### src/rtl/cz80_bus_arbiter_if.sv
// Valid/ready + rdata_en bus shared by the CPU, the second requester and the
// downstream memory/IO port of cz80_bus_arbiter.
interface cz80_bus_arbiter_if;
  logic [15:0] address;
  logic        memreq;
  logic        ioreq;
  logic        write;
  logic [7:0]  wdata;
  logic        valid;
  logic        ready;
  logic [7:0]  rdata;
  logic        rdata_en;

  modport master (
    output address, memreq, ioreq, write, wdata, valid,
    input  ready, rdata, rdata_en
  );

  modport slave (
    input  address, memreq, ioreq, write, wdata, valid,
    output ready, rdata, rdata_en
  );
endinterface

### src/rtl/cz80_bus_arbiter.sv
// Two-master arbiter for the cz80 memory/IO bus: one registered transaction in
// flight, ownership held until a read returns or the read watchdog fires.
module cz80_bus_arbiter #(
  parameter int unsigned PRIORITY_MODE = 0,
  parameter int unsigned RD_TIMEOUT    = 255
) (
  input  logic               clk_n,
  input  logic               reset_n,
  cz80_bus_arbiter_if.slave  m0,
  cz80_bus_arbiter_if.slave  m1,
  cz80_bus_arbiter_if.master bus,
  output logic               rd_timeout
);

  typedef enum logic [1:0] {
    IDLE,
    ISSUE,
    WAIT_RD
  } state_t;

  localparam logic [9:0] WD_LAST = 10'(RD_TIMEOUT - 1);

  state_t      state_q, state_d;
  logic        owner_q;
  logic        last_grant_q;
  logic        valid_q;
  logic        memreq_q;
  logic        ioreq_q;
  logic        write_q;
  logic [15:0] address_q;
  logic [7:0]  wdata_q;
  logic [9:0]  wd_q;

  logic        grant_valid;
  logic        grant_sel;
  logic        done;

  always_comb begin
    // NOTE: every combinational output gets a default first so no path infers a latch.
    state_d     = state_q;
    grant_valid = 1'b0;
    grant_sel   = 1'b0;
    done        = 1'b0;
    rd_timeout  = 1'b0;
    m0.ready    = 1'b0;
    m1.ready    = 1'b0;

    case (state_q)
      IDLE: begin
        if (m0.valid || m1.valid) begin
          grant_valid = 1'b1;
          if (m0.valid && m1.valid) begin
            grant_sel = (PRIORITY_MODE == 1) ? 1'b0 : ~last_grant_q;
          end else begin
            grant_sel = m1.valid;
          end
          m0.ready = ~grant_sel;
          m1.ready = grant_sel;
          state_d  = ISSUE;
        end
      end

      ISSUE: begin
        if (bus.ready) begin
          state_d = write_q ? IDLE : WAIT_RD;
        end
      end

      WAIT_RD: begin
        if (bus.rdata_en) begin
          done    = 1'b1;
          state_d = IDLE;
        end else if (wd_q == WD_LAST) begin
          // Lost completion: hand the owner 8'hFF so it cannot hang forever.
          done       = 1'b1;
          rd_timeout = 1'b1;
          state_d    = IDLE;
        end
      end

      default: state_d = IDLE;
    endcase

    m0.rdata_en = done & ~owner_q;
    m1.rdata_en = done &  owner_q;
  end

  assign m0.rdata = (rd_timeout && !owner_q) ? 8'hFF : bus.rdata;
  assign m1.rdata = (rd_timeout &&  owner_q) ? 8'hFF : bus.rdata;

  assign bus.valid   = valid_q;
  assign bus.address = address_q;
  assign bus.memreq  = memreq_q;
  assign bus.ioreq   = ioreq_q;
  assign bus.write   = write_q;
  assign bus.wdata   = wdata_q;

  always_ff @(posedge clk_n) begin
    // NOTE: non-blocking assignments so every register samples pre-edge values.
    if (!reset_n) begin
      state_q      <= IDLE;
      owner_q      <= 1'b0;
      last_grant_q <= 1'b1;
      valid_q      <= 1'b0;
      memreq_q     <= 1'b0;
      ioreq_q      <= 1'b0;
      write_q      <= 1'b0;
      address_q    <= 16'h0000;
      wdata_q      <= 8'h00;
      wd_q         <= 10'd0;
    end else begin
      state_q <= state_d;
      case (state_q)
        IDLE: begin
          if (grant_valid) begin
            address_q    <= grant_sel ? m1.address : m0.address;
            memreq_q     <= grant_sel ? m1.memreq  : m0.memreq;
            ioreq_q      <= grant_sel ? m1.ioreq   : m0.ioreq;
            write_q      <= grant_sel ? m1.write   : m0.write;
            wdata_q      <= grant_sel ? m1.wdata   : m0.wdata;
            owner_q      <= grant_sel;
            last_grant_q <= grant_sel;
            valid_q      <= 1'b1;
          end
        end

        ISSUE: begin
          if (bus.ready) begin
            valid_q <= 1'b0;
            wd_q    <= 10'd0;
          end
        end

        WAIT_RD: begin
          if (!bus.rdata_en) begin
            wd_q <= wd_q + 10'd1;
          end
        end

        default: ;
      endcase
    end
  end

endmodule

### src/flat_wrapper.sv
// flat-port wrapper written by rule: the top's interface ports become plain ports
module cz80_bus_arbiter_flat 
#(
  parameter int unsigned PRIORITY_MODE = 0,
  parameter int unsigned RD_TIMEOUT    = 255
)
  (clk_n, reset_n, rd_timeout, m0_address, m0_memreq, m0_ioreq, m0_write, m0_wdata, m0_valid, m0_ready, m0_rdata, m0_rdata_en, m1_address, m1_memreq, m1_ioreq, m1_write, m1_wdata, m1_valid, m1_ready, m1_rdata, m1_rdata_en, bus_address, bus_memreq, bus_ioreq, bus_write, bus_wdata, bus_valid, bus_ready, bus_rdata, bus_rdata_en);
  cz80_bus_arbiter_if m0_i ();
  cz80_bus_arbiter_if m1_i ();
  cz80_bus_arbiter_if bus_i ();
  input  logic clk_n;
  input  logic reset_n;
  output logic rd_timeout;
  input wire logic [$bits(m0_i.address)-1:0] m0_address;
  input wire logic [$bits(m0_i.memreq)-1:0] m0_memreq;
  input wire logic [$bits(m0_i.ioreq)-1:0] m0_ioreq;
  input wire logic [$bits(m0_i.write)-1:0] m0_write;
  input wire logic [$bits(m0_i.wdata)-1:0] m0_wdata;
  input wire logic [$bits(m0_i.valid)-1:0] m0_valid;
  output wire logic [$bits(m0_i.ready)-1:0] m0_ready;
  output wire logic [$bits(m0_i.rdata)-1:0] m0_rdata;
  output wire logic [$bits(m0_i.rdata_en)-1:0] m0_rdata_en;
  input wire logic [$bits(m1_i.address)-1:0] m1_address;
  input wire logic [$bits(m1_i.memreq)-1:0] m1_memreq;
  input wire logic [$bits(m1_i.ioreq)-1:0] m1_ioreq;
  input wire logic [$bits(m1_i.write)-1:0] m1_write;
  input wire logic [$bits(m1_i.wdata)-1:0] m1_wdata;
  input wire logic [$bits(m1_i.valid)-1:0] m1_valid;
  output wire logic [$bits(m1_i.ready)-1:0] m1_ready;
  output wire logic [$bits(m1_i.rdata)-1:0] m1_rdata;
  output wire logic [$bits(m1_i.rdata_en)-1:0] m1_rdata_en;
  output wire logic [$bits(bus_i.address)-1:0] bus_address;
  output wire logic [$bits(bus_i.memreq)-1:0] bus_memreq;
  output wire logic [$bits(bus_i.ioreq)-1:0] bus_ioreq;
  output wire logic [$bits(bus_i.write)-1:0] bus_write;
  output wire logic [$bits(bus_i.wdata)-1:0] bus_wdata;
  output wire logic [$bits(bus_i.valid)-1:0] bus_valid;
  input wire logic [$bits(bus_i.ready)-1:0] bus_ready;
  input wire logic [$bits(bus_i.rdata)-1:0] bus_rdata;
  input wire logic [$bits(bus_i.rdata_en)-1:0] bus_rdata_en;
  assign m0_i.address = m0_address;
  assign m0_i.memreq = m0_memreq;
  assign m0_i.ioreq = m0_ioreq;
  assign m0_i.write = m0_write;
  assign m0_i.wdata = m0_wdata;
  assign m0_i.valid = m0_valid;
  assign m0_ready = m0_i.ready;
  assign m0_rdata = m0_i.rdata;
  assign m0_rdata_en = m0_i.rdata_en;
  assign m1_i.address = m1_address;
  assign m1_i.memreq = m1_memreq;
  assign m1_i.ioreq = m1_ioreq;
  assign m1_i.write = m1_write;
  assign m1_i.wdata = m1_wdata;
  assign m1_i.valid = m1_valid;
  assign m1_ready = m1_i.ready;
  assign m1_rdata = m1_i.rdata;
  assign m1_rdata_en = m1_i.rdata_en;
  assign bus_address = bus_i.address;
  assign bus_memreq = bus_i.memreq;
  assign bus_ioreq = bus_i.ioreq;
  assign bus_write = bus_i.write;
  assign bus_wdata = bus_i.wdata;
  assign bus_valid = bus_i.valid;
  assign bus_i.ready = bus_ready;
  assign bus_i.rdata = bus_rdata;
  assign bus_i.rdata_en = bus_rdata_en;
  cz80_bus_arbiter #(.PRIORITY_MODE(PRIORITY_MODE), .RD_TIMEOUT(RD_TIMEOUT)) u_core (.clk_n(clk_n), .reset_n(reset_n), .m0(m0_i), .m1(m1_i), .bus(bus_i), .rd_timeout(rd_timeout));
endmodule
### config.mk
export PLATFORM = sky130hd
export DESIGN_NAME = cz80_bus_arbiter_flat
export DESIGN_NICKNAME = d
export VERILOG_FILES = /design/src/rtl/cz80_bus_arbiter_if.sv /design/src/rtl/cz80_bus_arbiter.sv /design/src/flat_wrapper.sv
export SDC_FILE = /design/constraint.sdc
export NUM_CORES = 1
export LEC_CHECK = 0
export BUFFER_PORTS_ARGS = -buffer_cell sky130_fd_sc_hd__buf_2
export CAP_MARGIN = 30
export CORE_MARGIN = 5
export CORE_UTILIZATION = 45
export CTS_BUF_LIST = sky130_fd_sc_hd__clkbuf_16
export DETAILED_ROUTE_END_ITERATION = 6
export PLACE_DENSITY = 0.8
export SLEW_MARGIN = 20
export SYNTH_ARGS = -nofsm -noshare
export SYNTH_HDL_FRONTEND = slang
export SYNTH_SLANG_ARGS = --single-unit
### constraint.sdc
create_clock -name clk_n -period 2.39 [get_ports clk_n]
set_clock_uncertainty 0.1 [all_clocks]
set_input_delay 0.239 -clock clk_n [delete_from_list [all_inputs] [get_ports clk_n]]
set_output_delay 0.239 -clock clk_n [all_outputs]
set_load 0.1 [all_outputs]
==> out/metrics.cfg <==
[status]
status=completed

[synth]
ys.flop_type=dfxtp_1
synthesis.nets=335
synthAdderAreaFrac_pct=1.129
yosysWarnings=0
yosysTopAreaCell=dfxtp_1
async_flop_share_pct=0
netlist_instances=265
synth_edf_count=0
syn_area_mm2=0.002216
synth_area_leaders=dfxtp_1, o221ai_1, and2_1
synth_simple_gate_area_share_pct=27.16
muxShareOfSynthArea_pct=0.4517
synth_seq_area_share_pct=37.94
yosys.area_share.xor_xnor_pct=1.581
syn_avg_cell_area_um2=8.362
synth_top_area_share_pct=37.94
ys_seq_elements=42
synth_top_family_by_area=simple AND/OR/NAND/NOR gates
synth-compound-area-share_pct=26.65
yosysUniqueCellTypes=41

[worst_setup_path]
cp-start-kind=flip-flop
rr_worst_depth=5
r2r_slack_ns=0.44
crit_path_end=m1_rdata[4]
critPathKind=flip-flop to output pin
reg2reg_from=u_core.state_q[1]
r2r_end=u_core.bus.address[4]
arrival_ns=2.03
cp.required_ns=2.05
startpoint=u_core.wd_q[0]
crit_fanout=8
end_kind=output pin

[floorplan]
fp.dieH_um=80.17
die_w_um=80.17
rows=25
start_util_pct=46.61
dieArea_mm2=0.006427
ios=117
core_area_mm2=0.004755

[final_layout]
drive_above_1_share_pct=43.68
fin_area_mm2=0.003435
nNetsFinal=450
final_cells=447
antenna_cells=0
areaGrowthSynthToFinish_pct=55.00

[drt]
firstDrtPassIters=4
vias=2365
vias_per_cell=5.291
ant_nets=0
wirelength_um=6735
drc=0
dr.first_iter.drc_count=128
wl_per_cell_um=15.07

[power_and_ir_drop]
p_sw_share_pct=41.22
pwr-share-seq_pct=31.4
power.internal_mw=1.507
ir_drop_mv=0.4137
switchingPower_mw=1.057
clockPowerShare_pct=28.8
comb_power_share_pct=39.7
total_power_mw=2.564
leakage_nw=1.527
cellPowerDensity_mw_per_mm2=746.4

[clock_network]
hold_buffers=0
root_buffer=clkbuf_16
clk-insertion-delay-late_ns=0.28
clkSlewWorstSetupHoldPaths_ns=0.06
tritoncts=done
cts_inserted_buffers=5
htreeDepth=2
clockBufferDepth=2
cts.sinks=42

[sta]
hold_slack_ns=0.1134
finalSetupViolCount=0
period_share_pct=99.11
slew_violations=0
timing.fmax_ghz=0.4222
finalHoldViolCount=0
tightest_slew_ns=0.6028
slew_headroom_pct=59.54
period_needed_ns=2.369
setup_tns_ns=0
rsz0062_at_grt=yes

[placement]
place.port_buffers=116
hpwlAfterDp_um=4803
placed_area_mm2=0.003148
gp_congestion=0.8042
place_inst=438

[grt]
grt_start_max_net_pins=36
grt_use_total_pct=20.82
antenna_found_initial=0
grt_pass1_wl_um=10760
grt_pass1_vias=2354
grt.overflow.total=0

[flow_run]
maxCapViolCount=0

[hold_path]
min_path_type=input pin to flip-flop

[state kept, by name, summed over array words and instances (netlist names)]
signal and flops:
u_core.bus.address 16, u_core.wd_q 10, u_core.bus.wdata 8, u_core.state_q 2, u_core.bus.ioreq 1, u_core.bus.memreq 1
u_core.bus.valid 1, u_core.bus.write 1, u_core.last_grant_q 1, u_core.owner_q 1
[cells in the mapped netlist (all sizes together) (2+ instances only)]
master / number
dfxtp: 42
nand2: 39
and2: 26
a21boi: 23
o221ai: 21
o21ai: 17
clkbuf: 11
nor2: 10
nand2b: 8
or2: 8
a21oi: 7
a31oi: 7
buf: 6
inv: 6
nor3b: 5
or3: 4
xor2: 4
nand3: 3
o211ai: 3
ha: 2
nor3: 2
o21a: 2
[kinds of logic after synthesis]
kind of cell / after synthesis
mux: 1
buf+inv: 23
simple gates: 110
xor+xnor: 4
fa+ha+maj: 2
flops: 42
compound gates: 83
[how the worst min path moves through the flow]
stage / endpoint / slack (ns) / cells past startpoint / from
after detailed placement: u_core.bus.address[9] / 0.35 / 2 / u_core.bus.address[9]
after global placement: u_core.bus.address[11] / 0.34 / 2 / u_core.bus.address[11]
final: u_core.bus.address[15] / 0.11 / 3 / m0_address[15]
after CTS: u_core.bus.address[15] / 0.11 / 3 / m0_address[15]
after global routing: u_core.bus.address[0] / 0.12 / 3 / m0_address[0]
after floorplan: u_core.bus.valid / 0.27 / 1 / reset_n
[stage by stage]
step           worst slack [ns]  util (%)
2_1_floorplan          -0.08405         -
3_3_place_gp             0.2672     66.21
3_5_place_dp             0.1801     66.21
4_1_cts                0.008101     70.03
5_1_grt                -0.04966     72.24
6_report                0.02137     72.24
[cells in the final DEF (no fill, tap or decap), types with 2 or more instances in the layout]
master	count
a21boi_0	19
a21boi_1	4
a21oi_1	7
a31oi_1	7
and2_1	26
buf_12	20
buf_2	96
buf_4	9
clkbuf_16	5
dfxtp_1	40
inv_1	3
inv_2	2
nand2_1	38
nand2b_4	8
nand3_1	2
nor2_1	7
nor2_2	3
nor3b_1	3
o211ai_1	3
o21a_1	2
o21ai_0	13
o21ai_1	2
o21ai_2	2
o221ai_1	21
or2_2	8
or3_1	3
xor2_1	4
[area by class of cell]
type,instances,area (um^2)
timing repair buffer,125,948.4
tap,67,83.83
fill,373,1320
clock inverter,2,33.78
multi-input combinational,200,1373
inverter,6,25.02
sequential,42,845.8
clock buffer,5,125.1
[worst max-delay path: stages, from the launching register on]
cell      delay, ns
dfxtp_4        0.36
inv_4          0.06
ha_4           0.11
nor4bb_4       0.24
nand3_2        0.15
or3_4          0.52
nand2b_4       0.12
buf_12         0.17
[power groups by stage]
stage / clock, mW / sequential [mW] / combinational (mW)
floorplan: 0 / 1.20 / 0.370
global placement: 0 / 0.815 / 0.999
detailed placement: 0 / 0.819 / 1.01
CTS: 0.755 / 0.804 / 1.01
global route: 0.790 / 0.814 / 1.07
finish: 0.739 / 0.806 / 1.02
[per-layer routing]
layer	wire (um)	vias up	GRT usage, %	share of wire (%)
met3	658	6	8.857	9.8
met1	2659	1092	22.70	39
met5	0	-	0	0
li1	-	1173	-	-
met4	55	0	4.899	0.82
met2	3362	94	37.09	50
[repair_timing]
item / in CTS / in global routing
setup endpoints to repair: 16 / 19
resized for setup: 2 / 19
buffers inserted: 1 / 1
pin swaps: 1 / 4
(Power assumes the default switching activity.)
